**config.mk**
```make
export PLATFORM = sky130hd
export DESIGN_NAME = gray_conv_arbiter
export DESIGN_NICKNAME = d
export VERILOG_FILES = /design/src/rtl/gray_pkg.sv /design/src/rtl/gray_conv_arbiter_rr_pick.sv /design/src/rtl/gray_conv_arbiter.sv
export SDC_FILE = /design/constraint.sdc
export NUM_CORES = 1
export LEC_CHECK = 0
export CAP_MARGIN = 20
export CORE_ASPECT_RATIO = 0.9
export CORE_MARGIN = 2
export CORE_UTILIZATION = 45
export CTS_CLUSTER_DIAMETER = 50
export DETAILED_ROUTE_END_ITERATION = 7
export HOLD_SLACK_MARGIN = 0.06
export MAX_ROUTING_LAYER = met4
export PLACE_DENSITY = 0.74
export SLEW_MARGIN = 30
export SYNTH_ARGS = -nofsm -noshare
export SYNTH_HDL_FRONTEND = slang
export SYNTH_SLANG_ARGS = --single-unit
```
**constraint.sdc**
```tcl
create_clock -name clk -period 3.35 [get_ports clk]
set_input_delay 0.67 -clock clk [delete_from_list [all_inputs] [get_ports clk]]
set_output_delay 0.67 -clock clk [all_outputs]
set_load 0.03 [all_outputs]
```
**src/rtl/gray_pkg.sv**
```systemverilog
// Shared types and constants for the round-robin Gray/binary conversion block.
package gray_pkg;

    // Sequencer phases: waiting for a request, converting, presenting a result.
    typedef enum logic [1:0] {
        IDLE = 2'd0,
        CONV = 2'd1,
        RESP = 2'd2
    } state_t;

    // Conversion direction carried with each request.
    localparam logic MODE_B2G = 1'b0;
    localparam logic MODE_G2B = 1'b1;

    // Default geometry of the block.
    localparam int DEF_WIDTH = 4;
    localparam int DEF_NREQ  = 4;

endpackage

```
**src/rtl/gray_conv_arbiter_rr_pick.sv**
```systemverilog
// Combinational round-robin selector: the first asserted request at or after
// ptr (wrapping modulo NREQ) wins. Output is one-hot plus its index.
module rr_pick #(
    parameter int NREQ = 4,
    parameter int IDW  = 2
) (
    input  logic [NREQ-1:0] req,
    input  logic [IDW-1:0]  ptr,
    output logic [NREQ-1:0] gnt,
    output logic [IDW-1:0]  idx
);

    logic found;
    int   pos;

    // Scan requests in rotating order starting at ptr; keep the first hit.
    always_comb begin
        gnt   = '0;
        idx   = '0;
        found = 1'b0;
        pos   = 0;
        for (int k = 0; k < NREQ; k++) begin
            pos = int'(ptr) + k;
            if (pos >= NREQ) begin
                pos = pos - NREQ;
            end
            if (!found && req[pos]) begin
                found    = 1'b1;
                gnt[pos] = 1'b1;
                idx      = IDW'(pos);
            end
        end
    end

endmodule

```
**src/rtl/gray_conv_arbiter.sv**
```systemverilog
// Round-robin arbiter sharing one binary/Gray converter among NREQ requesters.
// Binary->Gray is one registered cycle; Gray->binary resolves one bit per
// cycle from the MSB down, taking WIDTH-1 cycles.
//
// Handshakes: a request transfers on the rising edge where req_valid[i] and
// req_ready[i] are both high; a response transfers on the rising edge where
// rsp_valid and rsp_ready are both high. While rsp_valid is high, rsp_data
// and rsp_id hold their values until that transfer.
module gray_conv_arbiter
    import gray_pkg::*;
#(
    parameter int NREQ  = DEF_NREQ,
    parameter int WIDTH = DEF_WIDTH,
    localparam int IDW  = $clog2(NREQ)
) (
    input  logic                  clk,
    input  logic                  rst_n,
    input  logic [NREQ-1:0]       req_valid,
    input  logic [NREQ*WIDTH-1:0] req_data,
    input  logic [NREQ-1:0]       req_mode,
    output logic [NREQ-1:0]       req_ready,
    output logic                  rsp_valid,
    output logic [WIDTH-1:0]      rsp_data,
    output logic [IDW-1:0]        rsp_id,
    input  logic                  rsp_ready,
    output logic                  busy
);

    // Counter wide enough to hold WIDTH-1.
    localparam int CW = (WIDTH > 2) ? $clog2(WIDTH) : 1;

    state_t            state;
    state_t            state_next;
    logic [IDW-1:0]    ptr;
    logic [NREQ-1:0]   gnt;
    logic [IDW-1:0]    win_idx;
    logic [WIDTH-1:0]  op_in;
    logic [WIDTH-1:0]  op;
    logic [WIDTH-1:0]  res;
    logic              mode;
    logic [IDW-1:0]    id;
    logic [CW-1:0]     cnt;
    logic [CW-1:0]     bit_k;
    logic              accept;

    rr_pick #(
        .NREQ (NREQ),
        .IDW  (IDW)
    ) u_pick (
        .req (req_valid),
        .ptr (ptr),
        .gnt (gnt),
        .idx (win_idx)
    );

    // Grants are only offered from IDLE and never while reset is asserted,
    // so a request cannot slip in on the same edge that clears the block.
    assign req_ready = (state == IDLE && rst_n) ? gnt : '0;
    assign accept    = (state == IDLE) && rst_n && (|gnt);
    assign op_in     = req_data[win_idx*WIDTH +: WIDTH];
    assign bit_k     = cnt - CW'(1);

    assign rsp_valid = (state == RESP);
    assign rsp_data  = res;
    assign rsp_id    = id;
    assign busy      = (state != IDLE);

    // State register.
    always_ff @(posedge clk) begin
        if (!rst_n) begin
            state <= IDLE;
        end else begin
            state <= state_next;
        end
    end

    // Next-state logic: one cycle for B2G, WIDTH-1 cycles for G2B.
    always_comb begin
        state_next = state;
        case (state)
            IDLE: begin
                if (accept) begin
                    state_next = CONV;
                end
            end
            CONV: begin
                if (mode == MODE_B2G || cnt == CW'(1)) begin
                    state_next = RESP;
                end
            end
            RESP: begin
                if (rsp_ready) begin
                    state_next = IDLE;
                end
            end
            default: state_next = IDLE;
        endcase
    end

    // Datapath: latch the winning request, rotate the pointer, run the conversion.
    always_ff @(posedge clk) begin
        if (!rst_n) begin
            ptr  <= '0;
            op   <= '0;
            res  <= '0;
            mode <= MODE_B2G;
            id   <= '0;
            cnt  <= '0;
        end else begin
            case (state)
                IDLE: begin
                    if (accept) begin
                        op   <= op_in;
                        mode <= req_mode[win_idx];
                        id   <= win_idx;
                        ptr  <= (win_idx == IDW'(NREQ - 1)) ? '0 : win_idx + IDW'(1);
                        cnt  <= CW'(WIDTH - 1);
                        // The binary MSB equals the Gray MSB; lower bits follow serially.
                        res  <= {op_in[WIDTH-1], {(WIDTH-1){1'b0}}};
                    end
                end
                CONV: begin
                    if (mode == MODE_B2G) begin
                        res <= op ^ (op >> 1);
                    end else begin
                        res[bit_k] <= res[bit_k + CW'(1)] ^ op[bit_k];
                        cnt        <= bit_k;
                    end
                end
                default: begin
                end
            endcase
        end
    end

endmodule
```
==> flow_summary_export.csv <==
group,metric,value,unit
synthesis,synth_top_family_by_area,"compound AO/OA/AOI/OAI gates",
pwr,total_leakage_power,0.8192,nW
setup_path,critPathMaxStageDelay,520,ps
clocking,clkLatencyLatePin,260,ps
pwr,irDropWorstVdd,0.3010,mV
synthesis,synth-simple-area-share,20.11,%
route,via_per_inst,5.740,
placed_design,io_buffers,38,
timing,worst_slack,35.19,ps
layout,final_cell_count_no_fill,265,
clocking,cts_inserted_buffers,3,
route,num_vias,1521,
clocking,post-cts-setup-buffers,0,
clocking,clockRootBuffer,"clkbuf_8",
grt,grt_use_met2,31.71,%
clocking,clkSinkCount,17,
route,routed_wl,3.809,mm
placed_design,placed_area,2049,um2
setup_path,cp-start-kind,"input port",
placed_design,hpwl,2.938,mm
synthesis,ys_seq_area_share,21.20,%
placed_design,routabilityCongestion,0.8857,
synthesis,synth_compound_area_share,22.21,%
clocking,cts_max_level,1,
floorplanning,boundaryPins,39,
synthesis,synthCells,182,
timing,worst_slew_pin_slew,448.1,ps
floorplanning,rows,20,
placed_design,place_inst,261,
route,ant_nets,0,
layout,final_layout_size_suffix_gt1_share,19.00,%
timing,fin_setup_tns,0,ps
synthesis,ys_seq_elements,17,
grt,grt_pass1_wl,6.203,mm
grt,grt_most_used_layer,"met2",
floorplanning,core,3403,um2
clocking,cts_tree,"yes",
layout,fill_cells,322,
synthesis,muxShareOfSynthArea,19.41,%
clocking,clkTransAtPathRegs,70,ps
grt,grt.overflow.total,0,
outcome,status,"complete, no violations",
floorplanning,start_util,47.17,%
timing,setup_viol,0,
clocking,cts-resized-gates,0,
timing,hold_viol,0,
setup_path,cp_slowest_cell,"clkdlybuf4s50_1",
setup_path,crit_required,2680,ps
layout,area_growth,34.37,%
layout,multi_input_area,1240,um2
layout,diodes,0,
placed_design,place_ws,0.5218,ps
setup_path,critical_path_peak_fanout,8,
route,drc,0,
timing,fmaxAchievable,301.7,MHz
setup_path,crit_path_end_kind,"primary output",
grt,grt_max_degree,13,
setup_path,crit_path_cell_trace,"clkdlybuf4s50_1 -> mux4_2 -> nor2b_4 -> and2_4 -> a221oi_4 -> nor2_1 -> buf_4",
timing,hold-worst-slack,452.9,ps
setup_path,critical-path-top-delay-family,"buffers and inverters",
synthesis,async_flop_share,0,%
grt,globalRouteMet3Util,4.267,%
synthesis,synth_fa_ha_area_share,10.13,%
floorplanning,dieWidth,66.96,um
layout,ff_latch_area,340.3,um2
timing,max_slew_margin,70.12,%
job,maxCapViolations,0,
route,drt_iter0_markers,114,
timing,fin_crit_sh,98.95,%
grt,grt_usage,20.48,%
worst_hold_path,min_path_type,"reg2reg",
clocking,cts_max_path_buffers,2,
route,wl_per_cell,14.37,um
setup_path,worst-path-buf-inv,2,
pwr,power,1.732,mW
layout,design_area,2157,um2
grt,grtUsageMet1,27.79,%
synthesis,syn_nets,222,
synthesis,synth_xor_xnor_area_share,2.182,%
layout,final_core_util,63.38,%
setup_path,cp.arrival,2640,ps
timing,drv_slew,0,
route,drt_pre_antenna_iters,6,
timing,finClkSkew,5.781,ps
floorplanning,die_h,60.66,um
grt,antenna_found_initial,0,
synthesis,synth_area,1605,um2
layout,nets,262,
floorplanning,design.die.area,4061,um2
synthesis,synthFlopType,"dfxtp_1",
pwr,power.density,803.1,nW/um2
timing,fin_crit,3315,ps
setup_path,criticalPathCategory,"in2out",
clocking,holdBufCountCts,0,
synthesis,synth.avg_cell_area,8.820,um2
synthesis,synth_cell_types,41,
synthesis,ys_warn_count,0,
grt,grt_pass1_vias,1385,
synthesis,synth-edff-count,0,
==> flip-flops by register name, summed over array words and instances (netlist names) <==
register / count
op: 4
rsp_data: 4
rsp_id: 2
mode: 1
state: 2
ptr: 2
cnt: 2
==> cells in the mapped netlist (4+ instances only) <==
cell type | n | area (um2)
buf_2 | 4 | 20.02
nor2_1 | 17 | 63.81
o221ai_1 | 4 | 35.03
nand2_1 | 27 | 101.4
a22oi_1 | 4 | 30.03
ha_1 | 13 | 162.7
nor2b_1 | 7 | 43.79
clkbuf_1 | 5 | 18.77
o22ai_1 | 4 | 25.02
o21ai_1 | 6 | 30.03
a221oi_2 | 4 | 60.06
a21oi_1 | 10 | 50.05
o21ai_0 | 4 | 20.02
inv_1 | 6 | 22.52
dfxtp_1 | 17 | 340.3
mux4_2 | 11 | 247.7
==> metal layers <==
layer / share of wire [%] / wire [um] / up-vias
met4: 0.84 / 32 / 0
met2: 46 / 1757 / 61
met3: 6.6 / 250 / 5
li1: - / - / 745
met5: 0 / 0 / -
met1: 46 / 1768 / 710
==> cell families (layout without fill, tap and decap cells) <==
family	count (synthesis)	count (layout)
flops	17	17
compound gates	48	48
fa+ha+maj	13	13
simple gates	66	66
buf+inv	17	56
xor+xnor	4	4
mux	17	17
==> final cells by class <==
cell class | instances | area share, %
multi-input combinational | 148 | 57.48
clock inverter | 1 | 0.3480
tap | 44 | 2.552
clock buffer | 3 | 1.914
sequential | 17 | 15.78
timing repair buffer | 46 | 20.88
inverter | 6 | 1.044
==> path summary, 6_finish.rpt <==
kind	depth (start not counted)	to	from	slack [ps]
worst min register to register	2	rsp_id[0]$_SDFFE_PN0P_	rsp_id[0]$_SDFFE_PN0P_	450
worst max-delay path	7	req_ready[2]	req_valid[1]	40
worst max register to register	10	rsp_data[3]$_SDFFE_PN0P_	ptr[0]$_SDFFE_PN0P_	430
worst min-delay path	2	rsp_id[0]$_SDFFE_PN0P_	rsp_id[0]$_SDFFE_PN0P_	450
==> placed cells by master (no fill, tap or decap), types with 2 or more instances in the layout <==
| cell type | count |
|---|---|
| mux2_2 | 2 |
| o22ai_1 | 4 |
| mux4_2 | 11 |
| or2_2 | 2 |
| xnor2_1 | 3 |
| o21ai_0 | 4 |
| clkbuf_8 | 3 |
| clkdlybuf4s50_1 | 31 |
| a22oi_1 | 4 |
| nand3_1 | 3 |
| mux2i_1 | 3 |
| buf_4 | 11 |
| a221oi_4 | 3 |
| o221ai_1 | 4 |
| dlymetal6s2s_1 | 3 |
| a21oi_1 | 10 |
| o21ai_1 | 6 |
| ha_1 | 12 |
| nor2b_1 | 7 |
| or3b_1 | 3 |
| o31ai_1 | 3 |
| nand2_1 | 27 |
| nand2b_1 | 2 |
| nor2_1 | 17 |
| inv_1 | 6 |
| dfxtp_1 | 17 |
| o31a_1 | 2 |
==> power breakdown <==
group	total [mW]	leakage [nW]	internal (mW)	switching [mW]
registers	0.359	0.140	0.273	0.0854
logic	1.22	0.658	0.584	0.632
clock network	0.158	0.0217	0.0838	0.0739
==> worst register-to-register path: stages, from the launching register on <==
cell and delay, ps:
dfxtp_1 330, inv_1 150, ha_4 360, mux4_2 540
nand2b_1 210, a21oi_1 150, o21bai_1 180, buf_12 170
mux4_2 530, nor2_1 110, a21oi_1 70
Power figures use the tool's default switching activity.
